==> config.mk <==
export PLATFORM = sky130hd
export DESIGN_NAME = multicycle_controller_flat
export DESIGN_NICKNAME = d
export VERILOG_FILES = /design/src/rtl/multicycle_controller_pkg.sv /design/src/rtl/multicycle_controller_if.sv /design/src/rtl/multicycle_controller_mem_wait_timer.sv /design/src/rtl/multicycle_controller.sv /design/src/flat_wrapper.sv
export SDC_FILE = /design/constraint.sdc
export NUM_CORES = 1
export LEC_CHECK = 0
export CAP_MARGIN = 25
export CORE_MARGIN = 2
export CORE_UTILIZATION = 55
export CTS_CLUSTER_DIAMETER = 80
export CTS_CLUSTER_SIZE = 24
export DETAILED_ROUTE_END_ITERATION = 8
export DONT_BUFFER_PORTS = 1
export HOLD_SLACK_MARGIN = 0.15
export PLACE_DENSITY = 0.72
export RECOVER_POWER = 100
export SYNTH_ARGS = -nofsm -noshare
export SYNTH_HDL_FRONTEND = slang
export SYNTH_SLANG_ARGS = --single-unit
==> constraint.sdc <==
create_clock -name clk -period 4.4 [get_ports clk]
set_input_delay 0.88 -clock clk [delete_from_list [all_inputs] [get_ports clk]]
set_output_delay 0.88 -clock clk [all_outputs]
set_load 0.05 [all_outputs]
==> src/rtl/multicycle_controller_pkg.sv <==
// Shared encodings for the multicycle RV32I control FSM: state codes, opcodes
// and datapath mux select values.
package riscv_ctrl_pkg;

  typedef enum logic [3:0] {
    FETCH    = 4'd0,
    DECODE   = 4'd1,
    MEMADR   = 4'd2,
    MEMREAD  = 4'd3,
    MEMWB    = 4'd4,
    MEMWRITE = 4'd5,
    EXEC_R   = 4'd6,
    EXEC_I   = 4'd7,
    ALUWB    = 4'd8,
    BRANCH   = 4'd9,
    JAL      = 4'd10,
    JALR     = 4'd11,
    JALR_PC  = 4'd12,
    TRAP     = 4'd13
  } state_t;

  localparam logic [6:0] OP_LOAD   = 7'b0000011;
  localparam logic [6:0] OP_STORE  = 7'b0100011;
  localparam logic [6:0] OP_R      = 7'b0110011;
  localparam logic [6:0] OP_I      = 7'b0010011;
  localparam logic [6:0] OP_BRANCH = 7'b1100011;
  localparam logic [6:0] OP_JAL    = 7'b1101111;
  localparam logic [6:0] OP_JALR   = 7'b1100111;

  localparam logic [1:0] SRC_A_PC    = 2'b00;
  localparam logic [1:0] SRC_A_OLDPC = 2'b01;
  localparam logic [1:0] SRC_A_RS1   = 2'b10;

  localparam logic [1:0] SRC_B_RS2  = 2'b00;
  localparam logic [1:0] SRC_B_IMM  = 2'b01;
  localparam logic [1:0] SRC_B_FOUR = 2'b10;

  localparam logic [1:0] ALUOP_ADD   = 2'b00;
  localparam logic [1:0] ALUOP_SUB   = 2'b01;
  localparam logic [1:0] ALUOP_FUNCT = 2'b10;

  localparam logic [1:0] RES_ALUOUT = 2'b00;
  localparam logic [1:0] RES_MEM    = 2'b01;
  localparam logic [1:0] RES_ALU    = 2'b10;

  localparam logic [1:0] IMM_I = 2'b00;
  localparam logic [1:0] IMM_S = 2'b01;
  localparam logic [1:0] IMM_B = 2'b10;
  localparam logic [1:0] IMM_J = 2'b11;

  function automatic logic [1:0] imm_decode(input logic [6:0] op);
    case (op)
      OP_STORE:  return IMM_S;
      OP_BRANCH: return IMM_B;
      OP_JAL:    return IMM_J;
      default:   return IMM_I;
    endcase
  endfunction

endpackage

==> src/rtl/multicycle_controller_if.sv <==
// Controller <-> datapath/memory bundle. Memory handshake: mem_req (with mem_we,
// adr_src) is held stable until a cycle with mem_ready=1, which completes the access.
interface multicycle_controller_if;
  import riscv_ctrl_pkg::*;

  logic [6:0] op;
  logic       funct3_0;
  logic       zero;
  logic       mem_ready;
  logic       mem_req;
  logic       mem_we;
  logic       adr_src;
  logic       ir_write;
  logic       pc_write;
  logic       reg_write;
  logic [1:0] alu_src_a;
  logic [1:0] alu_src_b;
  logic [1:0] alu_op;
  logic [1:0] result_src;
  logic [1:0] imm_src;
  logic       trap;
  logic       trap_cause;
  state_t     state;

  modport master (
    input  op, funct3_0, zero, mem_ready,
    output mem_req, mem_we, adr_src, ir_write, pc_write, reg_write,
           alu_src_a, alu_src_b, alu_op, result_src, imm_src,
           trap, trap_cause, state
  );

  modport slave (
    output op, funct3_0, zero, mem_ready,
    input  mem_req, mem_we, adr_src, ir_write, pc_write, reg_write,
           alu_src_a, alu_src_b, alu_op, result_src, imm_src,
           trap, trap_cause, state
  );
endinterface

==> src/rtl/multicycle_controller_mem_wait_timer.sv <==
// Counts stalled cycles of a memory access; flags the cycle in which the
// MEM_TIMEOUT-th consecutive not-ready cycle is seen.
module mem_wait_timer #(
  parameter int MEM_TIMEOUT = 16
) (
  input  logic clk,
  input  logic rst,
  input  logic clear,
  input  logic busy,
  input  logic ready,
  output logic timeout
);
  localparam int W = $clog2(MEM_TIMEOUT + 1);

  logic [W-1:0] cnt;

  always_ff @(posedge clk or posedge rst) begin
    if (rst)                cnt <= '0;
    else if (clear)         cnt <= '0;
    else if (busy && !ready) cnt <= cnt + W'(1);
  end

  assign timeout = busy && !ready && (cnt == W'(MEM_TIMEOUT - 1));
endmodule

==> src/rtl/multicycle_controller.sv <==
// Control FSM of the multicycle RV32I core: sequences ALU, shared memory port
// and register file, and traps on illegal opcodes or memory timeouts.
module multicycle_controller
  import riscv_ctrl_pkg::*;
#(
  parameter int MEM_TIMEOUT = 16
) (
  input logic                     clk,
  input logic                     rst,
  multicycle_controller_if.master bus
);
  state_t     state, next_state;
  logic       trap_q, cause_q;
  logic       timeout, mem_busy;
  logic       req, we, adr, irw, pcw, rw;
  logic [1:0] src_a, src_b, aluop, res;

  assign mem_busy = (state == FETCH) || (state == MEMREAD) || (state == MEMWRITE);

  // Any state change restarts the wait count, so each access starts from zero.
  mem_wait_timer #(.MEM_TIMEOUT(MEM_TIMEOUT)) u_timer (
    .clk     (clk),
    .rst     (rst),
    .clear   (next_state != state),
    .busy    (mem_busy),
    .ready   (bus.mem_ready),
    .timeout (timeout)
  );

  always_ff @(posedge clk or posedge rst) begin
    if (rst) state <= FETCH;
    else     state <= next_state;
  end

  always_ff @(posedge clk or posedge rst) begin
    if (rst) begin
      trap_q  <= 1'b0;
      cause_q <= 1'b0;
    end else if (state != TRAP && next_state == TRAP) begin
      trap_q  <= 1'b1;
      cause_q <= (state != DECODE);
    end
  end

  always_comb begin
    next_state = state;
    req   = 1'b0;
    we    = 1'b0;
    adr   = 1'b0;
    irw   = 1'b0;
    pcw   = 1'b0;
    rw    = 1'b0;
    src_a = SRC_A_PC;
    src_b = SRC_B_RS2;
    aluop = ALUOP_ADD;
    res   = RES_ALUOUT;
    unique case (state)
      FETCH: begin
        req   = 1'b1;
        src_b = SRC_B_FOUR;
        res   = RES_ALU;
        if (bus.mem_ready) begin
          irw        = 1'b1;
          pcw        = 1'b1;
          next_state = DECODE;
        end else if (timeout) begin
          next_state = TRAP;
        end
      end
      DECODE: begin
        src_a = SRC_A_OLDPC;
        src_b = SRC_B_IMM;
        case (bus.op)
          OP_LOAD, OP_STORE: next_state = MEMADR;
          OP_R:              next_state = EXEC_R;
          OP_I:              next_state = EXEC_I;
          OP_BRANCH:         next_state = BRANCH;
          OP_JAL:            next_state = JAL;
          OP_JALR:           next_state = JALR;
          default:           next_state = TRAP;
        endcase
      end
      MEMADR: begin
        src_a      = SRC_A_RS1;
        src_b      = SRC_B_IMM;
        next_state = bus.op[5] ? MEMWRITE : MEMREAD;
      end
      MEMREAD: begin
        req = 1'b1;
        adr = 1'b1;
        if (bus.mem_ready) next_state = MEMWB;
        else if (timeout)  next_state = TRAP;
      end
      MEMWB: begin
        res        = RES_MEM;
        rw         = 1'b1;
        next_state = FETCH;
      end
      MEMWRITE: begin
        req = 1'b1;
        we  = 1'b1;
        adr = 1'b1;
        if (bus.mem_ready) next_state = FETCH;
        else if (timeout)  next_state = TRAP;
      end
      EXEC_R: begin
        src_a      = SRC_A_RS1;
        aluop      = ALUOP_FUNCT;
        next_state = ALUWB;
      end
      EXEC_I: begin
        src_a      = SRC_A_RS1;
        src_b      = SRC_B_IMM;
        aluop      = ALUOP_FUNCT;
        next_state = ALUWB;
      end
      ALUWB: begin
        rw         = 1'b1;
        next_state = FETCH;
      end
      BRANCH: begin
        src_a      = SRC_A_RS1;
        aluop      = ALUOP_SUB;
        pcw        = bus.zero ^ bus.funct3_0;
        next_state = FETCH;
      end
      // PC takes the target held in ALUOut while the ALU forms OldPC+4 for rd.
      JAL: begin
        src_a      = SRC_A_OLDPC;
        src_b      = SRC_B_FOUR;
        pcw        = 1'b1;
        next_state = ALUWB;
      end
      JALR: begin
        src_a      = SRC_A_RS1;
        src_b      = SRC_B_IMM;
        next_state = JALR_PC;
      end
      JALR_PC: begin
        src_a      = SRC_A_OLDPC;
        src_b      = SRC_B_FOUR;
        pcw        = 1'b1;
        next_state = ALUWB;
      end
      TRAP:    next_state = TRAP;
      default: next_state = FETCH;
    endcase
  end

  assign bus.mem_req    = req & ~rst;
  assign bus.mem_we     = we  & ~rst;
  assign bus.ir_write   = irw & ~rst;
  assign bus.pc_write   = pcw & ~rst;
  assign bus.reg_write  = rw  & ~rst;
  assign bus.adr_src    = adr;
  assign bus.alu_src_a  = src_a;
  assign bus.alu_src_b  = src_b;
  assign bus.alu_op     = aluop;
  assign bus.result_src = res;
  assign bus.imm_src    = imm_decode(bus.op);
  assign bus.trap       = trap_q;
  assign bus.trap_cause = cause_q;
  assign bus.state      = state;
endmodule

==> src/flat_wrapper.sv <==
// flat-port wrapper written by rule: the top's interface ports become plain ports
module multicycle_controller_flat import riscv_ctrl_pkg::*;
#(
  parameter int MEM_TIMEOUT = 16
)
  (clk, rst, bus_op, bus_funct3_0, bus_zero, bus_mem_ready, bus_mem_req, bus_mem_we, bus_adr_src, bus_ir_write, bus_pc_write, bus_reg_write, bus_alu_src_a, bus_alu_src_b, bus_alu_op, bus_result_src, bus_imm_src, bus_trap, bus_trap_cause, bus_state);
  multicycle_controller_if bus_i ();
  input logic clk;
  input logic rst;
  input wire logic [$bits(bus_i.op)-1:0] bus_op;
  input wire logic [$bits(bus_i.funct3_0)-1:0] bus_funct3_0;
  input wire logic [$bits(bus_i.zero)-1:0] bus_zero;
  input wire logic [$bits(bus_i.mem_ready)-1:0] bus_mem_ready;
  output wire logic [$bits(bus_i.mem_req)-1:0] bus_mem_req;
  output wire logic [$bits(bus_i.mem_we)-1:0] bus_mem_we;
  output wire logic [$bits(bus_i.adr_src)-1:0] bus_adr_src;
  output wire logic [$bits(bus_i.ir_write)-1:0] bus_ir_write;
  output wire logic [$bits(bus_i.pc_write)-1:0] bus_pc_write;
  output wire logic [$bits(bus_i.reg_write)-1:0] bus_reg_write;
  output wire logic [$bits(bus_i.alu_src_a)-1:0] bus_alu_src_a;
  output wire logic [$bits(bus_i.alu_src_b)-1:0] bus_alu_src_b;
  output wire logic [$bits(bus_i.alu_op)-1:0] bus_alu_op;
  output wire logic [$bits(bus_i.result_src)-1:0] bus_result_src;
  output wire logic [$bits(bus_i.imm_src)-1:0] bus_imm_src;
  output wire logic [$bits(bus_i.trap)-1:0] bus_trap;
  output wire logic [$bits(bus_i.trap_cause)-1:0] bus_trap_cause;
  output wire logic [$bits(bus_i.state)-1:0] bus_state;
  assign bus_i.op = bus_op;
  assign bus_i.funct3_0 = bus_funct3_0;
  assign bus_i.zero = bus_zero;
  assign bus_i.mem_ready = bus_mem_ready;
  assign bus_mem_req = bus_i.mem_req;
  assign bus_mem_we = bus_i.mem_we;
  assign bus_adr_src = bus_i.adr_src;
  assign bus_ir_write = bus_i.ir_write;
  assign bus_pc_write = bus_i.pc_write;
  assign bus_reg_write = bus_i.reg_write;
  assign bus_alu_src_a = bus_i.alu_src_a;
  assign bus_alu_src_b = bus_i.alu_src_b;
  assign bus_alu_op = bus_i.alu_op;
  assign bus_result_src = bus_i.result_src;
  assign bus_imm_src = bus_i.imm_src;
  assign bus_trap = bus_i.trap;
  assign bus_trap_cause = bus_i.trap_cause;
  assign bus_state = bus_i.state;
  multicycle_controller #(.MEM_TIMEOUT(MEM_TIMEOUT)) u_core (.clk(clk), .rst(rst), .bus(bus_i));
endmodule
# Yosys cells after proc, flatten, opt, wreduce, memory -nomap -nowiden
# Cells that the tools add are included.
[totals]
reg_bits = 11
inputBits = 12
out_inout_bits = 22
word_cells = 77
[op_classes]
n_addsub = 1
n_eq_ne = 25
muxes = 21
bitwise = 7
reduce_logical = 19
[op_table]
columns = ["operator", "count"]
rows = [
  ["4-bit case mux with 8 select lines", 1],
  ["4-bit == test, second input constant", 7],
  ["4-bit case mux with 6 select lines", 1],
  ["7-bit == test, second input constant", 3],
  ["4-bit by 3-bit == test with 1-bit output, second input constant", 4],
  ["4-bit 2-to-1 mux", 4],
  ["2-bit case mux with 2 select lines", 4],
  ["7-bit by 6-bit == test with 1-bit output, second input constant", 2],
  ["5-bit 2-to-1 mux", 2],
  ["2-bit OR reduction", 5],
  ["3-bit OR reduction", 3],
  ["4-bit by 2-bit == test with 1-bit output, second input constant", 2],
  ["4-bit OR reduction", 2],
  ["7-bit by 2-bit == test with 1-bit output, second input constant", 1],
  ["7-bit by 5-bit == test with 1-bit output, second input constant", 1],
  ["1-bit 2-to-1 mux", 6],
  ["2-bit case mux with 3 select lines", 1],
  ["5-bit by 1-bit adder with 5-bit output, second input constant", 1],
  ["1-bit bitwise AND", 5],
  ["5-bit by 4-bit == test with 1-bit output, second input constant", 1],
  ["5-bit OR reduction", 1],
  ["4-bit by 1-bit == test with 1-bit output, second input constant", 1],
  ["4-bit zero test", 1],
  ["4-bit by 1-bit != test with 1-bit output, second input constant", 1],
  ["other kinds (10)", 13],
]

# Longest topological paths before layout
# Gate-level depths: netlist (run 1).
[logic_depth]
ltp_word = 10
depth_mapped = 8
mapped_depth_nobuf = 8

# Cells and area by module
# A second synthesis (run 1) with hierarchy kept.
[unflattened]
hier_cells = 143
hier_area_um2 = 1097.3
[by_module_without_submodules]
columns = ["mod", "instances", "cells_per_inst", "area_each_um2", "seq_area_each_um2"]
rows = [
  ["multicycle_controller", 1, 117, 798.3, 150.1],
  ["mem_wait_timer", 1, 26, 299.0, 125.1],
]

# Worst setup path before layout (run 1)
# OpenSTA, ideal clock, no wires.
[synth_timing]
path_kind = "reg-to-output"
from = "reg u_core.state[3] (netlist: u_core.bus.state[3])"
to = "out bus_mem_req"
arrival_time_ns = 3.564
required_time_ns = 3.520
setup_slack_ns = -0.044
path_stages_with_launch = 4
path_buffers = 2
cell_sequence = "dfrtp_1 -> buf_1 -> clkbuf_1 -> a2111oi_0"
[synth_via]
elab_chain_len = 4
elab_cells_between_ends = 6
[synth_lines]
columns = ["item", "line", "text"]
rows = [
  ["from (decl)", "multicycle_controller.sv:12", "state_t state, next_state;"],
  ["from (signal assigned)", "multicycle_controller.sv:32", "else state <= next_state;"],
  ["4-bit by 3-bit == test with 1-bit output (tied with other cells)", "multicycle_controller.sv:57", "unique case (state)"],
  ["3-bit OR reduction (no line) *", "-", ""],
  ["1-bit 2-to-1 mux *", "multicycle_controller.sv:57", ""],
  ["1-bit bitwise AND *", "multicycle_controller.sv:150", "assign bus.mem_req = req & ~rst;"],
  ["to (decl)", "flat_wrapper.sv:14", "output wire logic [$bits(bus_i.mem_req)-1:0] bus_mem_req;"],
]
# Mark *: on every way between the ends. The rest lies on a longest branch, timed or not.

# Worst setup path after layout (run 1)
[layout_timing]
from = "reg u_core.state[3] (netlist: u_core.bus.state[3])"
to = "out bus_pc_write"
[layout_via]
elab_chain_len = 4
elab_cells_between_ends = 7
[layout_lines]
columns = ["item", "line", "text"]
rows = [
  ["4-bit == test", "multicycle_controller.sv:57", ""],
  ["2-bit OR reduction (no line)", "-", ""],
  ["1-bit case mux with 3 select lines *", "multicycle_controller.sv:57", ""],
  ["1-bit bitwise AND *", "multicycle_controller.sv:153", "assign bus.pc_write = pcw & ~rst;"],
  ["to (decl)", "flat_wrapper.sv:18", "output wire logic [$bits(bus_i.pc_write)-1:0] bus_pc_write;"],
]
# Marks and branches as above.

==> results by group, run 1 <==
Run status
  – Status: finished with violations
  – Failing checks: max-capacitance violations, max-slew violations

STA
  – Fmax: 0.271 GHz
  – Max-slew headroom: -8.88%
  – Slew @ Worst Pin: 1.62 ns
  – Fin crit share: 83.8%
  – Min cycle time layout: 3.69 ns
  – Setup ws final: 0.713 ns
  – TNS Setup: 0 ns
  – Slew Limit Fails: 1
  – Final clock skew: 0.0155 ns
  – Final hold vios: 0
  – Unrepaired setup endpoints after global routing: no
  – Endpoints failing setup: 0
  – Fin Hold WS: 0.481 ns

Synth
  – Synth Flop Type: dfrtp_1
  – Synth cell types: 56
  – Seq/Total Area, Yosys: 23.6%
  – Mapped Area: 0.00116 sq mm
  – Synth area leader: dfrtp_1
  – Warnings from Yosys: 0
  – Number of synthesized register bits: 11
  – Synth top area cells: dfrtp_1 (24%), a2111oi_2 (5.2%), nand2_1 (4.2%), nor3_1 (3.4%), nor2b_1 (3.2%)
  – Synth Instances: 145
  – Post-synth EDFFs: 0
  – Post-Syn Nets: 159
  – Post-synth ARST share: 100%
  – Synth top area share: 23.6%
  – Syn avg cell area: 8.03 sq um

Worst setup path
  – Crit. End Element: output pin
  – Crit path largest cell delay: 0.85 ns
  – Most common cell on crit path: clkbuf_1
  – Crit-path max FO: 16
  – CP cell instances: clkbuf_1, a21oi_1, o22ai_1, a22oi_1, nor2_1, clkbuf_1
  – Setup CP Type: flip-flop to output pin
  – CP arrival: 2.81 ns
  – Worst path slowest cell: dfrtp_1
  – Startpoint class of the critical path: flip-flop
  – WP data required: 3.52 ns

GRT
  – First-pass GRT wire length: 5280 um
  – Total gr overflow: 0
  – Aggregate global-route resource usage: 27.3%
  – Largest net degree at the start of global routing: 25
  – Initial antenna violation count: 0
  – Vias in the first global route: 1087

Drt
  – Drt first pass iters: 4
  – Met3 wire len: 324 um
  – Highest metal used: met4
  – Detail Route Antenna Nets: 0
  – DRC Markers: 0
  – Initial DRC Count: 27
  – Routed len/inst: 17.4 um
  – Routed wl met2: 1440 um
  – Vias per inst: 6.92
  – Drt total wl: 3100 um
  – Met1 WL: 1290 um
  – Vias: 1231

Floorplan
  – Initial core utilization: 58.8%
  – Row count: 16
  – Core area: 0.00198 sq mm
  – Die area: 0.00250 sq mm
  – Num ports: 34
  – Die height: 50.0 um
  – Die W: 50.0 um

Finish
  – Most frequent cells in the layout: nand2_1 (13), dfrtp_1 (11), clkbuf_1 (10)
  – Area Growth Syn to Fin: 4.73%
  – Commonest non-fill, non-tap cell in the layout: nand2_1
  – Post-layout nets: 166
  – Share of layout cells above drive strength 1: 10.6%
  – Ant diodes: 0
  – Post-route design area: 0.00122 sq mm

Clock tree
  – CTS Buf Count: 3
  – Root Buffer: clkbuf_4
  – CTS tree: done
  – Post-CTS sizing: 0
  – Clock transition at the registers of the reported paths: 0.09 ns
  – H-tree depth: 1
  – Maximum clock path buffer count: 2
  – CTS sink count: 11
  – Postcts setup bufs: 0
  – Cts hold-fix bufs: 0
  – Latest clock arrival within the worst-skew pair: 0.29 ns

Place
  – Setup slack at placement: 1.42 ns
  – Placed cell area: 0.00127 sq mm
  – PortBufs: 0
  – Final Wtd Congestion: 0.889
  – DP HPWL: 2290 um

Power
  – Pleak: 0.458 nW
  – Pwr dens: 739 mW/mm^2
  – VDD IR max: 0.000533 V

Worst hold path
  – Hold crit path type: input port to async pin

Job
  – Max Cap Viol: 1
==> registers in the layout, indices dropped and copies added, names as in the netlist <==
| name | flops |
|---|---|
| u_core.bus.trap | 1 |
| u_core.u_timer.cnt | 5 |
| u_core.bus.trap_cause | 1 |
| u_core.bus.state | 4 |
==> cell type report <==
type	count	area, sq um
Inverter	7	26.3
Sequential cell	11	275
Tap cell	27	33.8
Timing Repair Buffer	12	56.3
Multi-Input combinational cell	117	802
Clock buffer	4	26.3
Fill cell	179	762
==> power by group <==
part           internal [W]  switching (W)
clock             0.0000352      0.0000396
combinational      0.000171       0.000466
sequential         0.000125      0.0000653
total              0.000331       0.000571
==> critical path, delay by kind of cell, from the launching register on <==
| family | cells | cell delay (ns) |
|---|---|---|
| DFF | 1 | 0.85 |
| buffers and inverters | 2 | 1.13 |
| AOI/OAI and AO/OA | 3 | 0.42 |
| and+or+nand+nor | 1 | 0.11 |
==> Yosys cell counts, drive strengths merged (2+ instances only) <==
master   count
o211ai       2
o21bai       2
o22ai        3
a21boi       2
dfrtp       11
nand2       13
nor4         3
a31o         2
or2          2
nor3         9
xnor2        3
clkbuf       6
xor2         4
or4          2
buf          4
a22oi        3
inv          7
nand3        4
and3         3
a22o         2
o21ai        6
nor2         8
a2111oi      6
a21oi        7
ha           2
nor2b        6
==> cell families after synthesis <==
family	after synthesis	synth area share, %
multiplexers	2	1.83
AO/OA/AOI/OAI	46	32.7
flip-flops	11	23.6
AND/OR/NAND/NOR	60	28.5
adder cells (fa/ha/maj)	2	2.15
XOR/XNOR	7	5.26
buffers and inverters	17	6.02
==> stage by stage <==
| step | util, % | std cells | total power, W |
|---|---|---|---|
| after floorplan | - | 145 | 0.000735 |
| after global placement | 64.0 | 174 | 0.000863 |
| after detailed placement | 64.0 | 174 | 0.000877 |
| after CTS | 65.3 | 178 | 0.000951 |
| after global routing | 61.6 | 178 | 0.000954 |
| final | 61.6 | 178 | 0.000902 |
==> worst paths after layout <==
path                       cells after the start  slack (ns)                    end                   from
max in group asynchronous                      1        3.58    u_core.bus.state[0]                    rst
min in group clk                               2        0.60  u_core.u_timer.cnt[3]  u_core.u_timer.cnt[3]
setup reg to reg                               7        1.46        u_core.bus.trap    u_core.bus.state[3]
setup / recovery                               6        0.71           bus_pc_write    u_core.bus.state[3]
hold / removal                                 1        0.48    u_core.bus.state[1]                    rst
hold reg to reg                                2        0.60  u_core.u_timer.cnt[3]  u_core.u_timer.cnt[3]
==> metal layers <==
metal  GRT usage (%)  up-vias
li1                -      570
met1            36.6      585
met2            43.4       72
met3            6.36        4
met4            7.41        0
met5               0        -
Power figures use the tool's default switching activity.
==> inputs of run 2 (changes only) <==
- PLACE_DENSITY: 0.72 -> 0.75
- clock period: 4.4 -> 3.04 ns (I/O delays scaled with it)
==> run 2 against run 1 <==
Against the previous run:
- the run now ends clean
- worst hold slack lost 0.27 ns
- final area grew 7.0%
- largest cell class unchanged
- count of clock-buffer cells in the layout is the same
- largest power group unchanged
==> results by group, run 2 (synthesized netlist as in run 1, its figures left out) <==
Run status
  – Status: completed

Floorplan
  – Core area: 0.00198 sq mm
  – Initial core utilization: 58.8%
  – Row count: 16
  – Die height: 50.0 um
  – Die area: 0.00250 sq mm
  – Num ports: 34
  – Die W: 50.0 um

GRT
  – Vias in the first global route: 1076
  – Initial antenna violation count: 0
  – Total gr overflow: 0
  – First-pass GRT wire length: 5150 um
  – Aggregate global-route resource usage: 26.8%
  – Largest net degree at the start of global routing: 24

Clock tree
  – Clock transition at the registers of the reported paths: 0.06 ns
  – Postcts setup bufs: 0
  – CTS Buf Count: 3
  – Cts hold-fix bufs: 0
  – Post-CTS sizing: 0
  – H-tree depth: 1
  – Root Buffer: clkbuf_4
  – CTS sink count: 11
  – Latest clock arrival within the worst-skew pair: 0.28 ns
  – Maximum clock path buffer count: 2
  – CTS tree: done

STA
  – Min cycle time layout: 2.78 ns
  – Slew Limit Fails: 0
  – Endpoints failing setup: 0
  – Final clock skew: 0.00258 ns
  – Setup ws final: 0.262 ns
  – Unrepaired setup endpoints after global routing: no
  – Final hold vios: 0
  – Fin crit share: 91.4%
  – Max-slew headroom: 42.4%
  – Slew @ Worst Pin: 0.863 ns
  – Fmax: 0.360 GHz

Drt
  – Vias per inst: 6.55
  – Routed wl met2: 1460 um
  – Vias: 1219
  – Drt first pass iters: 4
  – Initial DRC Count: 37
  – DRC Markers: 0
  – Met1 WL: 1310 um
  – Routed len/inst: 16.5 um
  – Highest metal used: met4
  – Detail Route Antenna Nets: 0
  – Met3 wire len: 252 um
  – Drt total wl: 3060 um

Worst setup path
  – Crit. End Element: output pin
  – WP data required: 2.43 ns
  – Crit-path max FO: 21
  – R2R depth: 5
  – Setup CP Type: flip-flop to output pin
  – Reg-to-Reg End: u_core.u_timer.cnt[3]
  – Startpoint class of the critical path: flip-flop
  – Reg2Reg Setup Slack: 0.45 ns
  – Worst r2r src: u_core.bus.state[0]
  – CP arrival: 2.17 ns

Power
  – Sw power: 0.000826 W
  – Pwr dens: 1020 mW/mm^2
  – VDD IR max: 0.000575 V
  – Pleak: 0.508 nW
  – Power share of the combinational group: 69.8%
  – Pwr Total: 0.00134 W
  – Clock power frac: 7.5%
  – Net Sw Frac: 61.8%
  – Power share of the sequential group: 22.8%
  – Internal: 0.000510 W

Finish
  – Post-layout nets: 174
  – Max reg flops: 5
  – Ant diodes: 0
  – Commonest non-fill, non-tap cell in the layout: nand2_1
  – Finished Layout Cells: 186
  – Regs by FF count: u_core.u_timer.cnt (5), u_core.bus.state (4)
  – Most frequent cells in the layout: nand2_1 (13), clkbuf_1 (11), dfrtp_1 (11)
  – Util after Layout: 65.8%
  – Area Growth Syn to Fin: 12.0%
  – Reg with most FFs: u_core.u_timer.cnt
  – Share of layout cells above drive strength 1: 16.4%

Place
  – Final Wtd Congestion: 0.875
  – Cells after DPL: 182
  – PortBufs: 0
  – DP HPWL: 2280 um
  – Setup slack at placement: 0.677 ns

Worst hold path
  – Hold crit path type: input port to async pin

Job
  – Max Cap Viol: 0
[run 2: cell types whose count changed in the layout (fill, tap and decap cells not counted), sizes merged]
cell    before  now
buf          3    8
clkbuf      13   16
[run 2: worst max-delay path by stage]
stage                     slack, ns                    end           startpoint  cells after the start
after global routing           0.14  u_core.u_timer.cnt[3]  u_core.bus.state[0]                      5
after CTS                      0.42           bus_pc_write  u_core.bus.state[3]                      5
after floorplan               -0.04           bus_ir_write  u_core.bus.state[1]                      5
after detailed placement       0.68        u_core.bus.trap            bus_op[6]                      5
after global placement         0.71        u_core.bus.trap            bus_op[6]                      5
final                          0.26       bus_alu_src_b[1]  u_core.bus.state[3]                      4
[run 2: final cells by class]
cell class	instances	area, sq um
multi-input cells	117	811
fillers	187	677
flip-flops and latches	11	275
repair buffers	20	133
well taps	27	33.8
clock buffers	4	26.3
inverters	7	26.3
[run 2: through the flow]
| stage | area, sq um | TNS, ns | hold WS, ns |
|---|---|---|---|
| floorplan | 1190 | -0.0360 | 0.471 |
| detailed placement | 1360 | 0 | 0.524 |
| global route | 1310 | 0 | 0.234 |
| global placement | 1360 | 0 | 0.518 |
| finish | 1310 | 0 | 0.216 |
| CTS | 1380 | 0 | 0.226 |
[run 2: power groups by stage]
| stage | clock [W] | combinational, W | sequential (W) |
|---|---|---|---|
| after detailed placement | 0 | 0.00101 | 0.000306 |
| after floorplan | 0 | 0.000779 | 0.000305 |
| after global routing | 0.000113 | 0.00101 | 0.000314 |
| after CTS | 0.000102 | 0.00102 | 0.000302 |
| final | 0.0000998 | 0.000932 | 0.000304 |
| after global placement | 0 | 0.00100 | 0.000301 |
[run 2: critical path, cell delays in order (launching register included)]
cell and delay (ns):
dfrtp_1 0.75, nand2_1 0.32, o32a_1 0.25, nor2_1 0.09
clkbuf_1 0.49
[run 2: per-layer routing]
metal  GRT usage [%]  vias to the layer above
li1                -                      580
met1            34.5                      574
met2            42.3                       61
met4            9.72                        0
met5               0                        -
met3            7.58                        4
